### src/rtl/pipe_hazard_ctrl.sv
// pipe_hazard_ctrl
// Stall/flush sequencer for a 5-stage pipeline (PC, IF/ID, ID/EX, EX/MEM, MEM/WB).
// It handles load-use bubbles, taken-branch redirects and data-memory waits.
// It also keeps saturating stall/flush statistics and a sticky memory-timeout flag.
module pipe_hazard_ctrl #(
    parameter int LU_STALLS   = 1,
    parameter int MEM_TIMEOUT = 64,
    parameter int CNT_W       = 16
) (
    input  logic             clk_i,
    input  logic             rst_i,
    input  logic [4:0]       id_rs1_i,
    input  logic [4:0]       id_rs2_i,
    input  logic             id_use_rs1_i,
    input  logic             id_use_rs2_i,
    input  logic [4:0]       ex_rd_i,
    input  logic             ex_memread_i,
    input  logic             id_br_taken_i,
    input  logic             mem_busy_i,
    output logic             pc_stall_o,
    output logic             if_id_stall_o,
    output logic             if_id_flush_o,
    output logic             id_ex_flush_o,
    output logic             back_stall_o,
    output logic             mem_wb_flush_o,
    output logic [CNT_W-1:0] stall_cnt_o,
    output logic [CNT_W-1:0] flush_cnt_o,
    output logic             timeout_o
);

    localparam int              WAIT_W    = $clog2(MEM_TIMEOUT + 1);
    localparam logic [1:0]      LU_RELOAD = 2'(LU_STALLS - 1);
    localparam logic [WAIT_W-1:0] WAIT_MAX  = WAIT_W'(MEM_TIMEOUT);
    localparam logic [WAIT_W-1:0] WAIT_LAST = WAIT_W'(MEM_TIMEOUT - 1);

    typedef enum logic [1:0] {
        RUN      = 2'd0,
        LU_STALL = 2'd1,
        MEM_WAIT = 2'd2
    } state_t;

    state_t            state_q, state_d;
    state_t            resume_q, resume_d;
    state_t            eff_state;
    logic [1:0]        lu_cnt_q, lu_cnt_d;
    logic [WAIT_W-1:0] wait_cnt_q;
    logic              hazard;

    // Load in EX whose destination is a live source of the ID instruction; x0 never counts
    assign hazard = ex_memread_i && (ex_rd_i != 5'd0) &&
                    ((id_use_rs1_i && (id_rs1_i == ex_rd_i)) ||
                     (id_use_rs2_i && (id_rs2_i == ex_rd_i)));

    // Once memory is no longer busy, MEM_WAIT acts as the saved state in the same cycle
    assign eff_state = (state_q == MEM_WAIT) ? resume_q : state_q;

    // State register with resume state and remaining load-use bubble count
    always_ff @(posedge clk_i or negedge rst_i) begin
        if (!rst_i) begin
            state_q  <= RUN;
            resume_q <= RUN;
            lu_cnt_q <= 2'd0;
        end else begin
            state_q  <= state_d;
            resume_q <= resume_d;
            lu_cnt_q <= lu_cnt_d;
        end
    end

    // Next-state logic: memory wait first, then load-use bubbles, and branches need no state
    always_comb begin
        state_d  = state_q;
        resume_d = resume_q;
        lu_cnt_d = lu_cnt_q;
        if (mem_busy_i) begin
            state_d = MEM_WAIT;
            if (state_q != MEM_WAIT) begin
                resume_d = state_q;
            end
        end else begin
            case (eff_state)
                LU_STALL: begin
                    if (lu_cnt_q <= 2'd1) begin
                        state_d  = RUN;
                        lu_cnt_d = 2'd0;
                    end else begin
                        state_d  = LU_STALL;
                        lu_cnt_d = lu_cnt_q - 2'd1;
                    end
                end
                default: begin
                    if (hazard && (LU_STALLS > 1)) begin
                        state_d  = LU_STALL;
                        lu_cnt_d = LU_RELOAD;
                    end else begin
                        state_d  = RUN;
                    end
                end
            endcase
        end
    end

    // Control outputs: zero while in reset, otherwise busy > bubble > redirect
    always_comb begin
        pc_stall_o     = 1'b0;
        if_id_stall_o  = 1'b0;
        if_id_flush_o  = 1'b0;
        id_ex_flush_o  = 1'b0;
        back_stall_o   = 1'b0;
        mem_wb_flush_o = 1'b0;
        if (rst_i) begin
            if (mem_busy_i) begin
                pc_stall_o     = 1'b1;
                if_id_stall_o  = 1'b1;
                back_stall_o   = 1'b1;
                mem_wb_flush_o = 1'b1;
            end else if ((eff_state == LU_STALL) || hazard) begin
                pc_stall_o     = 1'b1;
                if_id_stall_o  = 1'b1;
                id_ex_flush_o  = 1'b1;
            end else if (id_br_taken_i) begin
                if_id_flush_o  = 1'b1;
            end
        end
    end

    // Consecutive-busy counter and the sticky timeout it arms
    always_ff @(posedge clk_i or negedge rst_i) begin
        if (!rst_i) begin
            wait_cnt_q <= '0;
            timeout_o  <= 1'b0;
        end else if (mem_busy_i) begin
            if (wait_cnt_q != WAIT_MAX) begin
                wait_cnt_q <= wait_cnt_q + WAIT_W'(1);
            end
            if (wait_cnt_q >= WAIT_LAST) begin
                timeout_o <= 1'b1;
            end
        end else begin
            wait_cnt_q <= '0;
        end
    end

    // Saturating statistics of PC-stall cycles and IF/ID-flush cycles
    always_ff @(posedge clk_i or negedge rst_i) begin
        if (!rst_i) begin
            stall_cnt_o <= '0;
            flush_cnt_o <= '0;
        end else begin
            if (pc_stall_o && (stall_cnt_o != '1)) begin
                stall_cnt_o <= stall_cnt_o + CNT_W'(1);
            end
            if (if_id_flush_o && (flush_cnt_o != '1)) begin
                flush_cnt_o <= flush_cnt_o + CNT_W'(1);
            end
        end
    end

endmodule

### config.mk
export PLATFORM = sky130hd
export DESIGN_NAME = pipe_hazard_ctrl
export DESIGN_NICKNAME = d
export VERILOG_FILES = /design/src/rtl/pipe_hazard_ctrl.sv
export SDC_FILE = /design/constraint.sdc
export NUM_CORES = 1
export LEC_CHECK = 0
export BUFFER_PORTS_ARGS = -buffer_cell sky130_fd_sc_hd__buf_2
export CORE_MARGIN = 5
export CORE_UTILIZATION = 45
export CTS_CLUSTER_SIZE = 12
export DETAILED_ROUTE_END_ITERATION = 10
export PLACE_DENSITY = 0.77
export SLEW_MARGIN = 5
export SYNTH_ARGS = -nofsm -noshare
export SYNTH_HDL_FRONTEND = slang
export SYNTH_SLANG_ARGS = --single-unit
### constraint.sdc
create_clock -name clk_i -period 2.1 [get_ports clk_i]
set_input_delay 0.105 -clock clk_i [delete_from_list [all_inputs] [get_ports clk_i]]
set_output_delay 0.105 -clock clk_i [all_outputs]
set_load 0.02 [all_outputs]
== Word level (Yosys, flattened, before mapping) ==
Index checks and enable logic that the tools add are counted.

* Input port bits: 22
* Logic and storage cells: 53
* Flip-flop bits (word level): 46
* Output and inout bits: 39

* Multiplexer cells: 18
* Magnitude comparators: 2
* Bitwise logic cells: 1
* Eq/ne operators: 9
* Reduce and logical (&&, ||, !) cells: 12
* Add/subtract/negate cells: 4

{| class="wikitable"
|+ Operator list
! cell !! count
|-
| $add A16 B1 Y16 const B || 2
|-
| $ne A16 B16 Y1 const B || 2
|-
| $mux W7 || 2
|-
| $mux W1 || 12
|-
| $eq A5 B5 Y1 || 2
|-
| $mux W2 || 4
|-
| $add A7 B1 Y7 const B || 1
|-
| $ge A7 B6 Y1 const B || 1
|-
| $ne A7 B7 Y1 const B || 1
|-
| $logic_and A1 B1 Y1 || 6
|-
| $reduce_and A2 Y1 || 3
|-
| $reduce_bool A5 Y1 || 1
|-
| $eq A2 B1 Y1 const B || 1
|-
| $eq A2 B2 Y1 const B || 1
|-
| $le A2 B1 Y1 const B || 1
|-
| $logic_or A1 B1 Y1 || 2
|-
| $ne A2 B1 Y1 const B || 1
|-
| $ne A2 B2 Y1 const B || 1
|-
| $sub A2 B1 Y2 const B || 1
|-
| $not A1 Y1 || 1
|}

== Longest topological paths before layout ==
Gate-level depths: netlist of the first run.

* Depth after elaboration: 9
* Mapped depth: 8
* Mapped depth without buffers: 7

== Worst setup path after synthesis of the first run ==
Ideal clock, no wire load.

* Kind: register to register
* Start point: register flush_cnt_o[0]
* End point: register flush_cnt_o[4]
* Library setup time: 0.130 ns
* Buffers on the path: 1
* Arrival time: 1.827 ns
* Path slack: 0.144 ns
* Data required time: 1.970 ns
* Stages on the path, launching flop included: 8
* Period minus slack after synthesis: 1.956 ns
* Cell sequence: dfrtp_1 -> ha_1 -> and4_4 -> a311oi_1 -> o21a_2 -> buf_6 -> nand4_2 -> xnor2_1

* Word-level cells in the longest chain between the ends: 2
* Elaborated cells between the ends (all ways): 3
* Classes of those cells: 1 x add/sub; 1 x eq/ne; 1 x reduce/logical

{| class="wikitable"
|+ RTL lines
! element !! RTL line !! RTL
|-
| start: declaration || 27 || <nowiki>output logic [CNT_W-1:0] flush_cnt_o,</nowiki>
|-
| start signal: assignment || 154 || <nowiki>flush_cnt_o <= flush_cnt_o + CNT_W'(1);</nowiki>
|-
| branches (longest 2 deep; another with $add A16 B1 Y16) || n/a ||
|}

Several ways; the timed one is not identified.
A chain may end at the register's enable or synchronous reset.

== Final worst setup path of the first run ==
* Start point: register flush_cnt_o[7]
* End point: register flush_cnt_o[1]

* Word-level cells in the longest chain between the ends: 2

{| class="wikitable"
|+ RTL lines
! element !! RTL line !! RTL
|-
| $ne A16 B16 Y1 || 153 || <nowiki>if (if_id_flush_o && (flush_cnt_o != '1)) begin</nowiki>
|-
| $logic_and A1 B1 Y1 || 153 ||
|}

Every way passes these cells.

==> flow_summary.ini, run 1 <==
[timing]
tns_ns = 0
fin_crit_ns = 2.00
worst_clock_skew_ns = 0.00771
rsz0062_at_grt = false
setup_viol = 0
postLayoutSetupSlackWorst_ns = 0.104
min_period_over_period_pct = 95.0
slew_violations = 0
hold_viol = 0
hold_slack_ns = 0.159
slew_headroom_pct = 67.2
fmax_mhz = 501
tightest_slew_ns = 0.493

[global_route]
antenna_found_initial = 0
grtUsageTotal_pct = 15.9
grt_overflow = 0
grt_pass1_vias = 1823
grt_max_degree = 31
grt_first_pass_wirelength_um = 8370

[placed_design]
port_buffers = 60
placed_cell_area_um2 = 2800
pre_cts_slack_ns = 0.0620
placedCellCount = 352
hpwl_um = 3820
gp_congestion = 0.816

[setup_path]
crit_required_ns = 2.30
max_stage_delay_ns = 0.44
cp-start-kind = flop
critPathCaptureType = flop
worst-setup-path-type = reg -> reg
crit_chain = and3_2 -> and4_4 -> a311oi_2 -> o21a_2 -> buf_4 -> mux2_2
slowest_stage = dfrtp_1
arrival_ns = 2.19
path_max_fanout = 8

[layout]
utilization_pct = 57.6
n_fill_cell = 447
area_growth_pct = 23.9
multi_input_area_um2 = 1170
nets = 321
layout_commonest_cell = buf_2
antenna_cells = 0
layout.cells.non_filler = 365
regArea_um2 = 1150
layout_common_cells = buf_2 (60), dfrtp_1 (46), xnor2_1 (34)
drive_gt1_share_pct = 33.9
fin_area_um2 = 2940

[detailed_routing]
first_iter_violations = 77
drc = 0
vias_per_cell = 5.12
antenna_left = 0
wirelength_um = 5220
vias = 1868
wire_per_inst_um = 14.3
drtPass1Iterations = 6

[power]
p_total_mw = 2.26
internal_power_mw = 1.48
swShare_pct = 34.6
p_per_area_nw_per_um2 = 768
p_sw_mw = 0.782
p_seq_share_pct = 49.0
pwr-share-comb_pct = 27.6
p_leak_nw = 1.48
power_frac_clock_pct = 23.4
ir_worst_vdd_v = 0.000669

[logic_synthesis]
synthCells = 217
synth_seq_area_share_pct = 48.5
synth_mux_area_share_pct = 2.32
synth_edf_count = 0
yosys_most_used_dff = dfrtp_1
syn_area_um2 = 2370
synth.distinct_cells = 43
yosys_warnings = 0
synth_compound_gate_area_share_pct = 5.27
async_flop_share_pct = 100
synth.avg_cell_area_um2 = 10.9
synth_top_family_by_area = simple AND/OR/NAND/NOR gates
yosys.area_share.xor_xnor_pct = 16.6
synth-adder-area-share_pct = 2.11
syn-num-nets = 243
synthSimpleGateAreaFrac_pct = 22.4
ys_ff_latch = 46

[clocking]
cts_tree = done
clkSinkCount = 46
clkLatencyLatePin_ns = 0.30
clk_pin_slew_ns = 0.09
cts_max_level = 2
cts_made_buffers = 5
cts.path.max_buffers = 2
root_buffer = clkbuf_8

[worst_hold_path]
hold_class = in -> reg

[floorplan]
num_io_pins = 61
dieArea_um2 = 6830
start_util_pct = 46.5
core_um2 = 5110
rows = 26
die_h_um = 82.6
die_width_um = 82.6

[job]
max_cap_violations = 0

[run_status]
status = finished clean
## worst paths after layout
| path | from | to | cells after the start | slack (ns) |
|---|---|---|---|---|
| worst max register to register | flush_cnt_o[7] | flush_cnt_o[1] | 6 | 0.10 |
| min in group asynchronous | rst_i | stall_cnt_o[12] | 2 | 0.20 |
| worst min-delay path | mem_busy_i | state_q[1] | 2 | 0.16 |
| max in group asynchronous | rst_i | wait_cnt_q[2] | 3 | 1.28 |
| worst min register to register | timeout_o | timeout_o | 1 | 0.46 |
| worst max-delay path | flush_cnt_o[7] | flush_cnt_o[1] | 6 | 0.10 |
## registers in the layout (all words and copies together) (netlist names)
name and flops:
flush_cnt_o 16, stall_cnt_o 16, wait_cnt_q 7, lu_cnt_q 2, resume_q 2, state_q 2, timeout_o 1
## synth_stat cells, types with 2 or more instances
cell type   n  area share [%]
nand4_2     4             2.1
and3b_1     2            0.74
ha_1        4             2.1
nand4_1    10             2.6
inv_1       6            0.95
clkbuf_1    2            0.32
xor2_1     11             4.1
nor4_1      2            0.53
nand3b_1    2            0.63
o21a_1      2            0.63
mux2_2      4             1.9
and3_1      8             2.1
o21ai_0     4            0.84
and4_1      4             1.5
nand2_1    14             2.2
a21oi_1     4            0.84
nor2_1      8             1.3
and2_1      6             1.6
buf_6       2            0.95
xnor2_1    34              13
nand3_1    16             3.4
dfrtp_1    46              48
buf_4       2            0.63
## layer usage
metal	part of all wire, %	GRT usage, %	vias up	wire, um
li1	-	-	916	-
met3	3.9	3.15	6	204
met2	49	27.2	32	2580
met5	0	0	-	0
met4	1.4	5.39	0	72
met1	45	20.2	914	2370
## power by group through the flow
stage	Combinational, mW	Clock, mW	Sequential (mW)
CTS	0.625	0.528	1.11
global route	0.676	0.561	1.13
global placement	0.607	0	1.12
detailed placement	0.621	0	1.12
finish	0.623	0.528	1.11
floorplan	0.212	0	1.26
## cell families (layout without fill, tap and decap cells)
logic type | after synthesis | in the layout
AND/OR/NAND/NOR | 87 | 87
buffers and inverters | 12 | 90
adder cells (fa/ha/maj) | 4 | 4
AO/OA/AOI/OAI | 18 | 18
flip-flops | 46 | 46
XOR/XNOR | 45 | 45
multiplexers | 5 | 5
## what timing repair did
action	in CTS	in global routing
endpoints found under the hold margin	17	0
setup buffers	0	5
hold buffers	1	0
resized for setup	0	3
setup endpoints to repair	0	14
## critical path, delay by kind of cell, from the launching register on
kind	cells	cell delay, ns
DFF	1	0.44
and+or+nand+nor	2	0.48
buffers and inverters	1	0.15
muxes	1	0.32
AOI/OAI and AO/OA	2	0.50
## area by class of cell
| type | instances | area share [%] |
|---|---|---|
| repair buffers | 77 | 14.6 |
| clock buffers | 5 | 2.34 |
| flip-flops and latches | 46 | 39.1 |
| multi-input cells | 159 | 39.8 |
| clock inverters | 2 | 0.340 |
| well taps | 70 | 2.98 |
| inverters | 6 | 0.766 |
Power figures use the tool's default switching activity.
==> inputs of run 2 (changes only) <==
CORE_ASPECT_RATIO = 0.9   (was not set)
==> flow_summary.ini, run 2 (synthesis results as in run 1) <==
[floorplan]
core_um2 = 5190
rows = 25
die_h_um = 78.9
dieArea_um2 = 6830
start_util_pct = 45.7
num_io_pins = 61
die_width_um = 86.6

[timing]
fin_crit_ns = 1.99
hold_viol = 0
tightest_slew_ns = 0.479
slew_violations = 0
setup_viol = 0
worst_clock_skew_ns = 0.00939
slew_headroom_pct = 68.1
tns_ns = 0
min_period_over_period_pct = 94.9
hold_slack_ns = 0.148
fmax_mhz = 502
rsz0062_at_grt = false

[setup_path]
worstRegToRegCells = 6
path_max_fanout = 6
r2r-end = flush_cnt_o[1]
crit_chain = and3_1 -> and4_4 -> a311oi_2 -> o21a_2 -> buf_4 -> mux2_2
critPathCaptureType = flop
cp-start-kind = flop
max_stage_delay_ns = 0.44
startpoint = flush_cnt_o[7]
arrival_ns = 2.20
crit_end = flush_cnt_o[1]
r2r-start = flush_cnt_o[7]
slowest_stage = dfrtp_1
crit_required_ns = 2.30
worst-setup-path-type = reg -> reg
worst-r2r-setup-slack_ns = 0.11

[layout]
nets = 319
layout_common_cells = buf_2 (60), dfrtp_1 (46), xnor2_1 (34)
antenna_cells = 0
layout_commonest_cell = buf_2
biggestRegsByFlops = flush_cnt_o (16), stall_cnt_o (16), wait_cnt_q (7)
area_growth_pct = 24.5
drive_gt1_share_pct = 33.3

[global_route]
grt_overflow = 0
grtUsageTotal_pct = 16.2
grt_pass1_vias = 1820
grt_first_pass_wirelength_um = 8690
antenna_found_initial = 0
grt_max_degree = 22

[clocking]
cts_made_buffers = 5
cts_tree = done
root_buffer = clkbuf_8
cts.path.max_buffers = 2
cts_max_level = 2
clk_pin_slew_ns = 0.09
clkSinkCount = 46
clkLatencyLatePin_ns = 0.31

[worst_hold_path]
hold_class = in -> reg

[run_status]
status = finished clean

[placed_design]
port_buffers = 60
gp_congestion = 0.806
hpwl_um = 3950

[detailed_routing]
vias_per_cell = 5.18
drtPass1Iterations = 4
first_iter_violations = 81
wirelength_um = 5260
drc = 0
wire_per_inst_um = 14.6
antenna_left = 0
vias = 1871

[job]
max_cap_violations = 0

[power]
p_leak_nw = 1.49
p_per_area_nw_per_um2 = 817
ir_worst_vdd_v = 0.000659
==> run 2: cell types whose count changed in the layout (fill, tap and decap cells not counted) <==
cell,delta
and3_2,-1
and3_1,+1
bufinv_16,+1
clkinv_2,-1
buf_4,-2
inv_6,+1
==> run 2: power breakdown <==
part / internal (mW) / switching, mW
clock network: 0.357 / 0.327
registers: 0.989 / 0.122
logic: 0.262 / 0.357
total: 1.61 / 0.805
==> run 2: final cells by class <==
type,count,area [um^2]
Clock inverter,3,43.8
Tap cell,67,83.8
Sequential cell,46,1150
Multi-Input combinational cell,159,1170
Timing Repair Buffer,75,415
Clock buffer,5,68.8
Fill cell,466,2240
Inverter,6,22.5
==> run 2: what timing repair did <==
| item | in CTS | in global routing |
|---|---|---|
| setup buffers | 0 | 2 |
| resized for setup | 0 | 2 |
| endpoints found under the hold margin | 16 | 0 |
| setup endpoints to repair | 0 | 22 |
| hold buffers | 1 | 0 |
==> run 2: how the worst min path moves through the flow <==
stage / start / to / slack, ns / depth (start not counted)
floorplan: rst_i / flush_cnt_o[0] / -0.19 / 0
CTS: mem_busy_i / state_q[1] / 0.14 / 2
finish: mem_busy_i / state_q[1] / 0.15 / 2
global placement: rst_i / stall_cnt_o[10] / 0.004 / 1
detailed placement: rst_i / stall_cnt_o[10] / 0.01 / 1
global route: mem_busy_i / state_q[1] / 0.15 / 2
==> run 2: metal layers <==
| layer | routed length [um] | global-route usage [%] | vias up |
|---|---|---|---|
| li1 | - | - | 917 |
| met1 | 2460 | 21.8 | 918 |
| met2 | 2530 | 25.2 | 31 |
| met3 | 197 | 4.05 | 5 |
| met4 | 70 | 5.76 | 0 |
| met5 | 0 | 0 | - |
==> run 2: per-stage QoR <==
| step | area [um^2] | std cells | total power [mW] | util, % | setup slack [ns] |
|---|---|---|---|---|---|
| final | 2950 | 361 | 2.41 | 56.9 | 0.108 |
| after global routing | 2950 | 361 | 2.55 | 56.9 | 0.0153 |
| after CTS | 2930 | 359 | 2.43 | 56.3 | 0.0296 |
| after detailed placement | 2800 | 350 | 1.75 | 54.0 | 0.0540 |
| after global placement | 2800 | 350 | 1.73 | 54.0 | 0.0827 |
| after floorplan | 2370 | 217 | 1.47 | - | 0.144 |
==> run 2: worst max-delay path: cells and delay by family, from the launching register on <==
kind | cells | cell delay, ns
AO/OA/AOI/OAI | 2 | 0.49
buffers and inverters | 1 | 0.14
flip-flops | 1 | 0.44
multiplexers | 1 | 0.31
AND/OR/NAND/NOR | 2 | 0.50
